File: src/rtl/psum_packetizer_if.sv
// psum_packetizer_if: bundles the partial-sum input handshake, the packet
// output handshake and the round/error status of the packetizer.
// The slave modport is the packetizer's view; master is the PE/router side.
interface psum_packetizer_if #(
  parameter int WIDTH    = 39,
  parameter int WIDTH_IN = 12
);
  logic                in_valid;
  logic                in_ready;
  logic [1:0]          in_col;
  logic [WIDTH_IN-1:0] in_psum;
  logic                pkt_valid;
  logic                pkt_ready;
  logic [WIDTH-1:0]    pkt_data;
  logic                round_done;
  logic [2:0]          round_id;
  logic                err;

  modport slave (
    input  in_valid, in_col, in_psum, pkt_ready,
    output in_ready, pkt_valid, pkt_data, round_done, round_id, err
  );

  modport master (
    output in_valid, in_col, in_psum, pkt_ready,
    input  in_ready, pkt_valid, pkt_data, round_done, round_id, err
  );
endinterface

File: src/rtl/psum_packetizer.sv
// psum_packetizer: turns per-column PE partial sums into row-adder NoC
// packets, three partials per column per round, buffered in a small FIFO.
// Optional macro PSUM_SAT_EN: clamp raw partials above the field range to
// all-ones instead of truncating them.
module psum_packetizer #(
  parameter int         WIDTH      = 39,
  parameter int         WIDTH_IN   = 12,
  parameter int         WIDTH_D    = 8,
  parameter logic [3:0] SRC_ADDR   = 4'b0000,
  parameter logic [3:0] DEST_ADDR  = 4'b0001,
  parameter int         FIFO_DEPTH = 4
) (
  input  logic                 clk,
  input  logic                 rst_n,
  psum_packetizer_if.slave     bus
);

  localparam int PTR_W = (FIFO_DEPTH > 1) ? $clog2(FIFO_DEPTH) : 1;
  localparam int CNT_W = PTR_W + 1;
  localparam int PAD_W = WIDTH - 15 - WIDTH_D;

  typedef enum logic {ST_EMPTY, ST_NONEMPTY} fifo_state_t;

  fifo_state_t        r_state;
  logic [WIDTH-1:0]   r_mem [FIFO_DEPTH];
  logic [PTR_W-1:0]   r_wr_ptr;
  logic [PTR_W-1:0]   r_rd_ptr;
  logic [CNT_W-1:0]   r_count;
  logic [2:0]         r_round_id;
  logic               r_round_done;
  logic               r_err;

  logic               w_full;
  logic               w_accept;
  logic               w_blocked;
  logic               w_push;
  logic               w_pop;
  logic               w_round_complete;
  logic [3:1]         w_hit;
  logic [3:1]         w_sat;
  logic [3:1]         w_done_after;
  logic [WIDTH_D-1:0] w_field;
  logic [WIDTH-1:0]   w_pkt;

`ifdef PSUM_SAT_EN
  assign w_field = (|bus.in_psum[WIDTH_IN-1:WIDTH_D]) ? {WIDTH_D{1'b1}}
                                                      : bus.in_psum[WIDTH_D-1:0];
`else
  logic w_unused_hi;
  assign w_unused_hi = ^bus.in_psum[WIDTH_IN-1:WIDTH_D];
  assign w_field     = bus.in_psum[WIDTH_D-1:0];
`endif

  assign w_pkt = {2'b01, DEST_ADDR, SRC_ADDR, r_round_id, bus.in_col,
                  {PAD_W{1'b0}}, w_field};

  // Ready is withheld while reset is applied; no bypass, so a pop never
  // frees a slot within the same cycle.
  assign w_full       = (r_count == CNT_W'(FIFO_DEPTH));
  assign bus.in_ready = rst_n & ~w_full;

  // Column 0 and any column already holding three partials are dropped but
  // still complete the handshake.
  assign w_accept  = bus.in_valid & bus.in_ready;
  assign w_blocked = (bus.in_col == 2'b00) | (|(w_hit & w_sat));
  assign w_push    = w_accept & ~w_blocked;
  assign w_pop     = (r_state == ST_NONEMPTY) & bus.pkt_ready;

  // The round closes when this push leaves every column at three.
  assign w_round_complete = w_push & (&w_done_after);

  generate
    for (genvar gi = 1; gi <= 3; gi++) begin : g_col
      logic [1:0] r_cnt;

      assign w_hit[gi]        = (bus.in_col == 2'(gi));
      assign w_sat[gi]        = (r_cnt == 2'd3);
      assign w_done_after[gi] = w_sat[gi] | ((r_cnt == 2'd2) & w_hit[gi]);

      // Per-column partial count, cleared when the round closes.
      always_ff @(posedge clk) begin
        if (!rst_n) begin
          r_cnt <= 2'd0;
        end else if (w_round_complete) begin
          r_cnt <= 2'd0;
        end else if (w_push && w_hit[gi]) begin
          r_cnt <= r_cnt + 2'd1;
        end
      end
    end
  endgenerate

  // Packet FIFO storage, pointers and EMPTY/NONEMPTY control.
  always_ff @(posedge clk) begin
    if (!rst_n) begin
      r_state  <= ST_EMPTY;
      r_wr_ptr <= '0;
      r_rd_ptr <= '0;
      r_count  <= '0;
      for (int i = 0; i < FIFO_DEPTH; i++) begin
        r_mem[i] <= '0;
      end
    end else begin
      if (w_push) begin
        r_mem[r_wr_ptr] <= w_pkt;
        r_wr_ptr        <= r_wr_ptr + PTR_W'(1);
      end
      if (w_pop) begin
        r_rd_ptr <= r_rd_ptr + PTR_W'(1);
      end
      case ({w_push, w_pop})
        2'b10:   r_count <= r_count + CNT_W'(1);
        2'b01:   r_count <= r_count - CNT_W'(1);
        default: r_count <= r_count;
      endcase
      case (r_state)
        ST_EMPTY: begin
          if (w_push) r_state <= ST_NONEMPTY;
        end
        ST_NONEMPTY: begin
          if (w_pop && !w_push && (r_count == CNT_W'(1))) r_state <= ST_EMPTY;
        end
        default: r_state <= ST_EMPTY;
      endcase
    end
  end

  // Round number, one-cycle completion pulse and sticky error flag.
  always_ff @(posedge clk) begin
    if (!rst_n) begin
      r_round_id   <= 3'd0;
      r_round_done <= 1'b0;
      r_err        <= 1'b0;
    end else begin
      r_round_done <= w_round_complete;
      if (w_round_complete) r_round_id <= r_round_id + 3'd1;
      if (w_accept && w_blocked) r_err <= 1'b1;
    end
  end

  assign bus.pkt_valid  = (r_state == ST_NONEMPTY);
  assign bus.pkt_data   = r_mem[r_rd_ptr];
  assign bus.round_done = r_round_done;
  assign bus.round_id   = r_round_id;
  assign bus.err        = r_err;

endmodule
File: src/flat_wrapper.sv
// flat-port wrapper written by rule: the top's interface ports become plain ports
module psum_packetizer_flat 
#(
  parameter int         WIDTH      = 39,
  parameter int         WIDTH_IN   = 12,
  parameter int         WIDTH_D    = 8,
  parameter logic [3:0] SRC_ADDR   = 4'b0000,
  parameter logic [3:0] DEST_ADDR  = 4'b0001,
  parameter int         FIFO_DEPTH = 4
)
  (clk, rst_n, bus_in_valid, bus_in_col, bus_in_psum, bus_pkt_ready, bus_in_ready, bus_pkt_valid, bus_pkt_data, bus_round_done, bus_round_id, bus_err);
  psum_packetizer_if #(.WIDTH(WIDTH), .WIDTH_IN(WIDTH_IN)) bus_i ();
  input  logic clk;
  input  logic rst_n;
  input wire logic [$bits(bus_i.in_valid)-1:0] bus_in_valid;
  input wire logic [$bits(bus_i.in_col)-1:0] bus_in_col;
  input wire logic [$bits(bus_i.in_psum)-1:0] bus_in_psum;
  input wire logic [$bits(bus_i.pkt_ready)-1:0] bus_pkt_ready;
  output wire logic [$bits(bus_i.in_ready)-1:0] bus_in_ready;
  output wire logic [$bits(bus_i.pkt_valid)-1:0] bus_pkt_valid;
  output wire logic [$bits(bus_i.pkt_data)-1:0] bus_pkt_data;
  output wire logic [$bits(bus_i.round_done)-1:0] bus_round_done;
  output wire logic [$bits(bus_i.round_id)-1:0] bus_round_id;
  output wire logic [$bits(bus_i.err)-1:0] bus_err;
  assign bus_i.in_valid = bus_in_valid;
  assign bus_i.in_col = bus_in_col;
  assign bus_i.in_psum = bus_in_psum;
  assign bus_i.pkt_ready = bus_pkt_ready;
  assign bus_in_ready = bus_i.in_ready;
  assign bus_pkt_valid = bus_i.pkt_valid;
  assign bus_pkt_data = bus_i.pkt_data;
  assign bus_round_done = bus_i.round_done;
  assign bus_round_id = bus_i.round_id;
  assign bus_err = bus_i.err;
  psum_packetizer #(.WIDTH(WIDTH), .WIDTH_IN(WIDTH_IN), .WIDTH_D(WIDTH_D), .SRC_ADDR(SRC_ADDR), .DEST_ADDR(DEST_ADDR), .FIFO_DEPTH(FIFO_DEPTH)) u_core (.clk(clk), .rst_n(rst_n), .bus(bus_i));
endmodule
File: config.mk
export PLATFORM = sky130hd
export DESIGN_NAME = psum_packetizer_flat
export DESIGN_NICKNAME = d
export VERILOG_FILES = /design/src/rtl/psum_packetizer_if.sv /design/src/rtl/psum_packetizer.sv /design/src/flat_wrapper.sv
export SDC_FILE = /design/constraint.sdc
export NUM_CORES = 1
export LEC_CHECK = 0
export CORE_MARGIN = 2
export CORE_UTILIZATION = 45
export CTS_CLUSTER_SIZE = 30
export DETAILED_ROUTE_END_ITERATION = 16
export PLACE_DENSITY_LB_ADDON = 0.05
export SLEW_MARGIN = 10
export SYNTH_ARGS = -nofsm -noshare
export SYNTH_HDL_FRONTEND = slang
export SYNTH_SLANG_ARGS = --single-unit
export TNS_END_PERCENT = 10
File: constraint.sdc
create_clock -name clk -period 3 [get_ports clk]
set_input_delay 0.6 -clock clk [delete_from_list [all_inputs] [get_ports clk]]
set_output_delay 0.6 -clock clk [all_outputs]
set_load 0.02 [all_outputs]
==> run_results.csv <==
group,metric,value,unit
outcome,status,"completed",
placement,numPortBuffers,35,
drt,drc,0,
timing,setup_violations,0,
grt,grtUsageMet1,20.9,%
synthesis,synth_edf_count,56,
synthesis,synth.area.top_cells,"edfxtp_1 (45%), dfxtp_1 (11%), and2_1 (8.7%)",
grt,grt-busiest-layer,"met2",
timing,fin_tns_setup,0,ps
finish,drive_gt1_share,17.1,%
grt,antenna_found_initial,0,
timing,hold_ws,497,ps
min_path,hold_class,"register to register",
grt,grt_use_met2,26.7,%
timing,period_needed,2660,ps
placement,gp_congestion,0.742,
die,core-area,0.00813,mm²
drt,drt-pass1-iter-count,4,
synthesis,synth_top_cell_by_area,"edfxtp_1",
cts,numCtsBuffers,9,
cts,cts_htree_levels,3,
drt,drt_wl_total,6.62,mm
synthesis,synthesis.area,0.00373,mm²
pwr,ir_drop,210,µV
die,die_w,95.0,µm
grt,grt_usage,16.2,%
timing,max_freq,375,MHz
grt,grt_start_max_net_pins,16,
pwr,p_leak,0.00172,µW
die,start_util,45.8,%
drt,drtIter0Drc,79,
worst_setup_path,start_kind,"register",
finish,fin_nets,352,
timing,slew_viol_final,0,
finish,fillerInstances,703,
cts,clkTransAtPathRegs,70,ps
cts,cts_resized,0,
grt,grt_pass1_vias,2064,
drt,wl_per_cell,15.3,µm
timing,grt_setup_unrepaired,"false",
die,die_area,0.00903,mm²
run,maxCapViolCount,0,
finish,syn2layout_area_growth,19.9,%
timing,finalCritPeriodShare,88.8,%
placement,place_hpwl,4.20,mm
die,pin_count,64,
worst_setup_path,crit_required,2400,ps
cts,cts_setup_buffers,0,
synthesis,synth_ff_type,"edfxtp_1",
cts,cts_tree,"built",
cts,clk_path_buf_depth,2,
grt,grt-ovfl-total,0,
cts,ctsRootBufferMaster,"clkbuf_8",
die,num_rows,33,
cts,ctsHoldBuffers,0,
drt,drtAntennaViolNets,0,
finish,antenna_cells,0,
synthesis,async_flop_share,0,%
synthesis,netlist.area_leader.share,45.1,%
grt,grt_pass1_wl,10.6,mm
synthesis,syn_avg_cell_area,13.8,µm²
worst_setup_path,critPathMaxFanout,14,
drt,via_per_inst,4.72,
worst_setup_path,crit_path_end_kind,"output port",
die,dieHeight,95.0,µm
synthesis,ys_ff_latch,77,
worst_setup_path,timing.rr.start,"u_core.r_count[0]",
synthesis,synth_warnings,0,
timing,skew,10.0,ps
drt,vias,2041,
worst_setup_path,cp.arrival,2060,ps
worst_setup_path,critPathKind,"register to output port",
synthesis,synth_seq_area_share,56.4,%
min_path,min-delay-start,"u_core.bus.err",
cts,cts_sinks,77,
cts,clock_latency,340,ps
synthesis,synthCells,271,
timing,hold_viol_final,0,
grt,met3_usage,4.27,%
synthesis,yosysUniqueCellTypes,45,
pwr,powerDensity,541,mW/mm²
==> where the power goes <==
| group | leakage, µW | total, µW | switching [µW] | internal (µW) |
|---|---|---|---|---|
| clock | 0.000118 | 928 | 375 | 553 |
| combinational | 0.000847 | 282 | 154 | 128 |
| sequential | 0.000753 | 1210 | 20.0 | 1190 |
==> Yosys cell counts, types with 2 or more instances <==
master / count
nor2_1: 10
xnor2_1: 4
nand3_1: 3
and2_1: 52
or3_1: 2
ha_1: 12
nand4b_1: 3
mux4_2: 14
xor2_1: 3
nor4b_4: 2
o21ai_0: 2
buf_2: 5
nor3b_1: 2
buf_4: 26
mux2i_1: 5
inv_1: 10
clkbuf_1: 3
nand2_1: 5
nand2b_1: 3
edfxtp_1: 56
dfxtp_1: 21
a311oi_1: 2
a21oi_1: 4
==> worst max-delay path, stage by stage, from the launching register on <==
cell,delay [ps]
dfxtp_1,310
buf_4,280
mux4_2,560
clkdlybuf4s50_1,550
==> routing by layer <==
layer | part of all wire (%) | wire [µm] | vias to the layer above
li1 | - | - | 1020
met1 | 47 | 3090 | 978
met2 | 49 | 3220 | 36
met3 | 3.2 | 215 | 7
met4 | 1.3 | 87 | 0
met5 | 0 | 0 | -
==> layout by cell type, fill, tap and decap left out, types with 2 or more instances in the layout <==
cell type        count
clkinv_4             2
edfxtp_1            56
nor3b_1              2
inv_1               10
and2_1              52
buf_4               13
xor2_1               3
mux4_2              14
ha_1                12
mux2i_1              5
o21ai_0              2
clkbuf_8             9
clkdlybuf4s50_1     35
nand2_1              5
or3_1                2
xnor2_1              4
bufinv_16            3
conb_1              24
nor4b_4              2
dfxtp_1             21
a311oi_1             2
buf_12               4
a21oi_1              4
nand4b_1             3
nor2_1              10
nand3_1              3
nand2b_1             3
==> flip-flops by register name (all words and copies together), names as in the netlist, named ones only <==
signal                 cells
u_core.bus.err             1
u_core.bus.pkt_valid       1
u_core.bus.round_done      1
u_core.bus.round_id        3
u_core.g_col.r_cnt         6
u_core.r_count             3
u_core.r_mem              56
u_core.r_rd_ptr            2
u_core.r_wr_ptr            2
==> worst paths after layout <==
path                  endpoint  slack (ps)  depth (start not counted)
max reg2reg  u_core.r_count[2]         700                         10
min             u_core.bus.err         500                          2
min reg2reg     u_core.bus.err         500                          2
max           bus_pkt_data[28]         340                          3
==> final cells by class <==
cell class	instances	area [µm²]	share of cell area (%)
multi-input cells	172	1430	32.0
clock inverters	6	111	2.49
repair buffers	52	528	11.8
well taps	105	131	2.94
flip-flops and latches	77	2100	47.0
clock buffers	10	128	2.85
inverters	10	37.5	0.840
==> kinds of logic (layout without fill, tap and decap cells) <==
group / Yosys count / count (layout) / share of synthesized area (%)
multiplexers: 20 / 20 / 10.4
buffers and inverters: 45 / 78 / 7.52
AND/OR/NAND/NOR: 91 / 91 / 15.9
XOR/XNOR: 7 / 7 / 1.64
AO/OA/AOI/OAI: 18 / 18 / 4.03
other: 1 / 24 / 0.101
flip-flops: 77 / 77 / 56.4
adder cells (fa/ha/maj): 12 / 12 / 4.03
==> per-stage QoR <==
| step | util (%) | total power (µW) | instances | instance area [µm²] | setup WS (ps) |
|---|---|---|---|---|---|
| after floorplan | - | 1430 | 294 | 3810 | 663 |
| after global placement | 52.0 | 1520 | 416 | 4230 | 226 |
| after detailed placement | 52.0 | 1520 | 416 | 4230 | 194 |
| after CTS | 55.0 | 2450 | 432 | 4470 | 287 |
| after global routing | 55.0 | 2520 | 432 | 4470 | 207 |
| final | 55.0 | 2420 | 432 | 4470 | 337 |
No activity file was read; power rests on OpenSTA's default activity.
